File: src/rtl/prio_enc_pkg.sv
// Shared definitions for the priority-encoder family: mode encodings and
// a width helper that never returns zero.
package prio_enc_pkg;

   localparam logic MODE_FIXED = 1'b0;
   localparam logic MODE_RR    = 1'b1;

   // Index width for n lines; at least 1 bit so a 2-line (or degenerate) encoder
   // still has a legal index port.
   function automatic int clog2_safe(input int n);
      return (n <= 2) ? 1 : $clog2(n);
   endfunction

endpackage

File: src/rtl/rr_pick.sv
// Combinational winner selection. Fixed mode picks the highest set index.
// Round-robin rotates the request vector so that line ptr lands at bit 0,
// picks the lowest set bit of the rotated vector and maps it back.
module rr_pick
   import prio_enc_pkg::*;
#(
   parameter  int N = 8,
   localparam int W = clog2_safe(N)
) (
   input  logic [N-1:0] req,
   input  logic [W-1:0] ptr,
   input  logic         mode,
   output logic [W-1:0] idx,
   output logic         any,
   output logic         multi
);

   logic [N-1:0] rot;
   logic [W-1:0] fix_idx;
   logic [W-1:0] rot_off;
   logic [W-1:0] rr_idx;
   logic [W:0]   unrot_sum;

   // Rotation with an explicit modulo-N wrap so non-power-of-2 N works;
   // ptr <= N-1 keeps the sum below 2N, so one subtraction suffices.
   genvar gi;
   generate
      for (gi = 0; gi < N; gi++) begin : g_rot
         logic [W:0]   src_sum;
         logic [W-1:0] src;
         assign src_sum = {1'b0, ptr} + (W+1)'(gi);
         assign src     = (src_sum >= (W+1)'(N)) ? W'(src_sum - (W+1)'(N)) : W'(src_sum);
         assign rot[gi] = req[src];
      end
   endgenerate

   // Fixed priority: the last assignment in an ascending scan is the highest set bit.
   always_comb begin
      fix_idx = '0;
      for (int i = 0; i < N; i++) begin
         if (req[i]) fix_idx = W'(i);
      end
   end

   // Round-robin offset: the last assignment in a descending scan is the lowest set bit.
   always_comb begin
      rot_off = '0;
      for (int i = N - 1; i >= 0; i--) begin
         if (rot[i]) rot_off = W'(i);
      end
   end

   assign unrot_sum = {1'b0, rot_off} + {1'b0, ptr};

   // Map the rotated offset back to an absolute line number, wrapping at N.
   always_comb begin
      if (unrot_sum >= (W+1)'(N)) rr_idx = W'(unrot_sum - (W+1)'(N));
      else                        rr_idx = W'(unrot_sum);
   end

   assign any   = |req;
   // Clearing the lowest set bit leaves something only if two or more were set.
   assign multi = |(req & (req - N'(1)));
   assign idx   = !any ? '0 : ((mode == MODE_RR) ? rr_idx : fix_idx);

endmodule

File: src/rtl/prio_encoder_rr.sv
// Registered N-to-log2(N) encoder with valid/ready on both sides. Holds the
// one-deep output register, the handshake and the round-robin pointer.
module prio_encoder_rr
   import prio_enc_pkg::*;
#(
   parameter  int N = 8,
   localparam int W = clog2_safe(N)
) (
   input  logic         clk,
   input  logic         rst,
   input  logic [N-1:0] req,
   input  logic         mode,
   input  logic         in_valid,
   output logic         in_ready,
   output logic         out_valid,
   input  logic         out_ready,
   output logic [W-1:0] out_idx,
   output logic         out_any,
   output logic         out_multi
);

   logic [W-1:0] ptr_reg;
   logic [W-1:0] pick_idx;
   logic         pick_any;
   logic         pick_multi;
   logic         accept;

   rr_pick #(.N(N)) u_pick (
      .req   (req),
      .ptr   (ptr_reg),
      .mode  (mode),
      .idx   (pick_idx),
      .any   (pick_any),
      .multi (pick_multi)
   );

   // Accept whenever the slot is empty or being drained this cycle.
   assign in_ready = !out_valid | out_ready;
   assign accept   = in_valid & in_ready;

   // Output register and pointer; the pointer only moves on a round-robin win.
   always_ff @(posedge clk or posedge rst) begin
      if (rst) begin
         out_valid <= 1'b0;
         out_idx   <= '0;
         out_any   <= 1'b0;
         out_multi <= 1'b0;
         ptr_reg   <= '0;
      end else begin
         if (accept) begin
            out_valid <= 1'b1;
            out_idx   <= pick_idx;
            out_any   <= pick_any;
            out_multi <= pick_multi;
            if ((mode == MODE_RR) && pick_any) begin
               ptr_reg <= (pick_idx == W'(N - 1)) ? '0 : pick_idx + W'(1);
            end
         end else if (out_ready) begin
            out_valid <= 1'b0;
         end
      end
   end

endmodule

File: config.mk
export PLATFORM = sky130hd
export DESIGN_NAME = prio_encoder_rr
export DESIGN_NICKNAME = d
export VERILOG_FILES = /design/src/rtl/prio_enc_pkg.sv /design/src/rtl/rr_pick.sv /design/src/rtl/prio_encoder_rr.sv
export SDC_FILE = /design/constraint.sdc
export NUM_CORES = 1
export LEC_CHECK = 0
export BUFFER_PORTS_ARGS = -buffer_cell sky130_fd_sc_hd__buf_2
export CAP_MARGIN = 20
export CORE_ASPECT_RATIO = 1.4
export CORE_MARGIN = 2
export CORE_UTILIZATION = 57
export DETAILED_ROUTE_END_ITERATION = 8
export GPL_ROUTABILITY_DRIVEN = 0
export PLACE_DENSITY = 0.8
export SLEW_MARGIN = 20
export SYNTH_ARGS = -nofsm -noshare
export SYNTH_HDL_FRONTEND = slang
export SYNTH_SLANG_ARGS = --single-unit
File: constraint.sdc
create_clock -name clk -period 4.97 [get_ports clk]
set_input_delay 0.2485 -clock clk [delete_from_list [all_inputs] [get_ports clk]]
set_output_delay 0.2485 -clock clk [all_outputs]
set_load 0.1 [all_outputs]
# Word-level counts from Yosys, hierarchy flattened
# Index checks and enable logic that the tools add are counted.
dict set report word_totals {
  elab_cells 96
  ff_bits 9
  input_bits 13
  out_inout_bits 7
}
dict set report op_classes {
  n_mux 45
  bitwise_logic 3
  n_addsub 19
  magnitude_cmp 17
  n_eq_ne 1
  reduce_logical 6
}
# op count
set op_table {}
lappend op_table {{3-bit 2-to-1 mux} 26}
lappend op_table {{4-bit >= comparator (second input constant)} 8}
lappend op_table {{3-bit by 4-bit less-than comparator with 1-bit output (second input constant)} 8}
lappend op_table {{3-bit by 1-bit subtractor with 3-bit output (second input constant)} 9}
lappend op_table {{1-bit binary-select mux with 3-bit select} 8}
lappend op_table {{3-bit by 3-bit adder with 4-bit output (second input constant)} 4}
lappend op_table {{8-bit OR reduction} 2}
lappend op_table {{1-bit 2-to-1 mux} 11}
lappend op_table {{3-bit by 2-bit adder with 4-bit output (second input constant)} 2}
lappend op_table {{8-bit AND} 1}
lappend op_table {{8-bit by 1-bit subtractor with 8-bit output (second input constant)} 1}
lappend op_table {{3-bit by 1-bit adder with 4-bit output (second input constant)} 1}
lappend op_table {{3-bit by 3-bit adder with 4-bit output} 1}
lappend op_table {{3-bit by 4-bit >= comparator with 1-bit output (second input constant)} 1}
lappend op_table {{3-bit by 1-bit adder with 3-bit output (second input constant)} 1}
lappend op_table {{3-bit == test (second input constant)} 1}
lappend op_table {{2-bit AND reduction} 1}
lappend op_table {{2-bit nonzero test} 1}
lappend op_table {{1-bit AND} 1}
lappend op_table {{1-bit logical AND} 1}
lappend op_table {{1-bit zero test} 1}
lappend op_table {{1-bit OR} 1}

# Longest topological paths before layout
dict set report depth {
  word_depth 20
  depth_mapped 19
  ltp_nobuf 17
}

# Hierarchy
# Synthesis repeated with hierarchy kept, for this count alone.
dict set report unflattened {
  cells_unflattened 116
  hier_area_um2 1231.2
}
# mod area_each_um2 n_inst cells_per_inst
set by_module_without_submodules {}
lappend by_module_without_submodules {rr_pick 818.3 1 90}
lappend by_module_without_submodules {prio_encoder_rr 412.9 1 26}

# Least setup slack after synthesis
# OpenSTA, ideal clock, no wires.
dict set report synth_timing {
  path_type {flip-flop to flip-flop}
  from {reg ptr_reg[1]}
  to {reg ptr_reg[2]}
  setup_ns 0.125
  stages_incl_launch_ff 18
  arrival_ns 4.111
  setup_slack_ns 0.734
  n_path_buf 2
  t_required_ns 4.845
  path_cell_list {dfrtp_1 > clkbuf_1 > inv_1 > ha_1 > buf_6 > mux2_1 > mux4_2 > nand3_1 > o311ai_0 > a31oi_1 > a311oi_1 > ha_1 > inv_1 > fa_1 > a221oi_1 > ha_1 > ha_1 > mux2_2}
}
dict set report synth_between {
  elab_chain_len 20
  elab_cells_between_ends 64
  classes_between {add/sub: 18; order compare: 9; eq/ne: 1; mux: 36}
}
# item line_no
set synth_lines {}
lappend synth_lines {{start: declaration} prio_encoder_rr.sv:22} ;# logic [W-1:0] ptr_reg;
lappend synth_lines {{start signal: assignment} prio_encoder_rr.sv:56} ;# ptr_reg <= (pick_idx == W'(N - 1)) ? '0 : pick_idx + W'(1);
lappend synth_lines {{3-bit by 3-bit adder with 4-bit output} rr_pick.sv:31} ;# assign src_sum = {1'b0, ptr} + (W+1)'(gi);
lappend synth_lines {{4-bit >= comparator / 3-bit by 1-bit subtractor with 3-bit output (equally long branches)} rr_pick.sv:32} ;# assign src = (src_sum >= (W+1)'(N)) ? W'(src_sum - (W+1)'(N)) : W'(src_sum);
lappend synth_lines {{3-bit 2-to-1 mux} rr_pick.sv:32}
lappend synth_lines {{1-bit binary-select mux with 3-bit select} rr_pick.sv:33} ;# assign rot[gi] = req[src];
lappend synth_lines {{1-bit 2-to-1 mux (not written as such)} rr_pick.sv:33}
lappend synth_lines {{3-bit 2-to-1 mux (8 in a row)} rr_pick.sv:49} ;# if (rot[i]) rot_off = W'(i);
lappend synth_lines {{3-bit by 3-bit adder with 4-bit output *} rr_pick.sv:53} ;# assign unrot_sum = {1'b0, rot_off} + {1'b0, ptr};
lappend synth_lines {{4-bit >= comparator / 3-bit by 1-bit subtractor with 3-bit output (equally long branches)} rr_pick.sv:57} ;# if (unrot_sum >= (W+1)'(N)) rr_idx = W'(unrot_sum - (W+1)'(N));
lappend synth_lines {{3-bit 2-to-1 mux *} rr_pick.sv:57}
lappend synth_lines {{3-bit 2-to-1 mux * (2 in a row)} rr_pick.sv:64} ;# assign idx = !any ? '0 : ((mode == MODE_RR) ? rr_idx : fix_idx);
lappend synth_lines {{net pick_idx[1]} prio_encoder_rr.sv:23} ;# logic [W-1:0] pick_idx;
lappend synth_lines {{3-bit by 1-bit adder with 3-bit output / 3-bit == test (equally long branches)} prio_encoder_rr.sv:56}
lappend synth_lines {{3-bit 2-to-1 mux *} prio_encoder_rr.sv:56}
# The timed path passes the listed nets; every way through them passes the cells marked *. The select of a mux whose other input is x is not followed.
# A chain may end at the register's enable or synchronous reset.

# Worst setup path in the final report
# Ends and elaborated chain as after synthesis.

==> run metrics <==
outcome=finished, final reports clean; final period utilization=92.6%; post-DP HPWL=2380 um; count leader, synth=nor2_1; FMAX=217 MHz; power share of the combinational group=81.4%; clk sink count=9; aggregate negative setup slack=0 ps; Worst EP arrival=4730 ps; count of input and output buffers=19; Synth top cells by count=nor2_1, mux2i_1, mux2_2; die area=2780 um^2; Pre-antenna DRT Iters=4; Yosys cell types=44; Core Util, Final=65.9%; R2R Setup Slk=370 ps; syn_nets=163; Final Max Slew Viols=0; Tmin final=4600 ps; Syn Area/Cell=9.37 um^2; hold crit path type=primary input to flip-flop; biggest area consumer among synthesized cells=dfrtp_1; Fin Clk Skew=3.36 ps; GRT overflow=0; Post-Route WL=3070 um; Max stage delay cell, worst path=ha_2; Ant. Diodes=0; max_cap viols=0; Cell Area, Placed=1410 um^2; Pint=491 uW; Switching Fraction=51.7%; Hold Vio Cnt, Final=0; Row Count=20; sequential area share after synthesis=16.7%; vias in the first global route=1142; Yosys reg bits=9; Root Buffer=clkbuf_4; I/O pins=20; synthesized area=1350 um^2; Switch Pwr=526 uW; Mapped Cells=144; CP top delay family=adder cells; CTS buffer count=3; sequential share of power=13.3%; Crit. End Element=flip-flop; Reg-to-Reg Start=ptr_reg[1]$_DFFE_PP0P_; number of DRC markers in iteration 0=46; largest net degree at the start of global routing=16; core region area=2200 um^2; r2r endpoint=ptr_reg[2]$_DFFE_PP0P_; Clk Latency, worst-skew pair=250 ps; highest net fanout along the worst path=12; Die Span X=45.1 um; first-pass GRT wire length=5150 um; CTS tree=built; Via density=6.46; LEAKAGE=0.617 nW; Layout area overhead=7.51%; end of the worst hold path=out_valid$_DFFE_PP0P_; most used cell, CP=ha_1; share of the synthesized area in the top cell type=16.7%; Post-synth EDFFs=0; Max rail drop VDD=0.504 mV; ys flop type=dfrtp_1; warnings from Yosys=0; crit path launch type=flip-flop; H-tree levels=1; fin area=1450 um^2; Worst path max stage delay=540 ps; Initial Util=61.3%; DRC=0; Buf+Inv Stages, Crit Path=2; Setup Buffers After CTS=0; Clock power frac=5.3%; Cells on Worst Hold Path=2; final setup fails=0; CP cell instances=inv_1 -> ha_2 -> mux2i_1 -> a22o_1 -> or2_2 -> o311ai_0 -> a31oi_1 -> a311oi_1 -> ha_1 -> inv_1 -> fa_1 -> a221oi_1 -> ha_1 -> ha_1 -> mux2_2; CP Data Required Time=5100 ps; initial antenna violation count=0; DR vias=1149; Slew HR=67.9%; RSZ-0062 raised after global routing=no; chip height=61.6 um; gr usage total=25.0%; routed len/inst=17.2 um; proportion of layout cells with a drive suffix above 1=29.5%; worst-margin pin slew=481 ps; Setup CP Type=flip-flop to flip-flop; ANT nets after route=0; Clock Tree Buf Depth=2; nets=176; ys async rst share=100%; dominant cells by area after synthesis=dfrtp_1, mux2i_1, mux2_2; HP Start=in_valid; cells on worst reg2reg path=15; cell depth of the worst setup path=15; clock-pin slew on the worst setup and hold paths=60 ps; PD cells=701 nW/um^2
==> cell usage in the layout, fill, tap and decap left out, types with 2 or more instances in the layout <==
cell type,count
nand2_1,10
ha_1,4
mux2i_1,14
nor2b_1,3
o2111ai_1,2
nand2b_1,6
a21oi_1,4
mux4_1,3
o21bai_1,2
maj3_1,2
mux4_2,3
mux2_2,12
nor3_1,5
nor2_1,15
xor2_1,2
mux2_1,4
dfrtp_1,9
inv_1,5
o21ai_0,3
clkbuf_4,3
buf_2,19
==> how the worst max path moves through the flow <==
| stage | endpoint | start | slack (ps) |
|---|---|---|---|
| detailed placement | ptr_reg[2]$_DFFE_PP0P_ | ptr_reg[1]$_DFFE_PP0P_ | 290 |
| global placement | ptr_reg[2]$_DFFE_PP0P_ | ptr_reg[1]$_DFFE_PP0P_ | 520 |
| global route | ptr_reg[2]$_DFFE_PP0P_ | ptr_reg[1]$_DFFE_PP0P_ | 150 |
| floorplan | ptr_reg[2]$_DFFE_PP0P_ | ptr_reg[1]$_DFFE_PP0P_ | 730 |
| CTS | ptr_reg[2]$_DFFE_PP0P_ | ptr_reg[1]$_DFFE_PP0P_ | 250 |
| finish | ptr_reg[2]$_DFFE_PP0P_ | ptr_reg[1]$_DFFE_PP0P_ | 370 |
==> kinds of logic (layout without fill, tap and decap cells) <==
group / count (synthesis) / count (layout) / synth area share, %
DFF: 9 / 9 / 16.7
and+or+nand+nor: 44 / 44 / 16.8
muxes: 37 / 37 / 35.7
buffers and inverters: 18 / 30 / 6.40
adders and majority gates: 8 / 8 / 7.61
AOI/OAI and AO/OA: 26 / 26 / 15.5
xor gates and xnor gates: 2 / 2 / 1.30
==> through the flow <==
step | setup WS [ps] | cells | hold WS [ps] | total power [mW]
2_1_floorplan | 734 | 144 | 76.4 | 0.827
3_3_place_gp | 521 | 173 | 216 | 0.922
3_5_place_dp | 295 | 173 | 230 | 0.950
4_1_cts | 254 | 178 | 233 | 1.01
5_1_grt | 155 | 178 | 242 | 1.09
6_report | 370 | 178 | 234 | 1.02
==> area by class of cell <==
class                   instances  area [um^2]
multi-input cells             117         1040
clock buffers                   4         26.3
inverters                       5         18.8
flip-flops and latches          9          225
well taps                      22         27.5
fillers                       184          752
repair buffers                 21          113
==> power groups by stage <==
stage	clock (mW)	sequential (mW)	combinational, mW
global route	0.0582	0.140	0.889
global placement	0	0.134	0.788
detailed placement	0	0.135	0.814
finish	0.0539	0.135	0.828
CTS	0.0559	0.134	0.821
floorplan	0	0.226	0.601
==> timing repair <==
| action | 4_1_cts | 5_1_grt |
|---|---|---|
| hold endpoints to repair | 9 | 0 |
| resized for setup | 0 | 1 |
| hold buffers | 1 | 0 |
| setup endpoints to repair | 0 | 1 |
==> per-layer routing <==
layer | GRT usage (%) | wire length [um]
met5 | 0 | 0
met4 | 8.82 | 57
met3 | 2.05 | 122
met2 | 46.1 | 1680
met1 | 29.9 | 1210
Power figures use the tool's default switching activity.
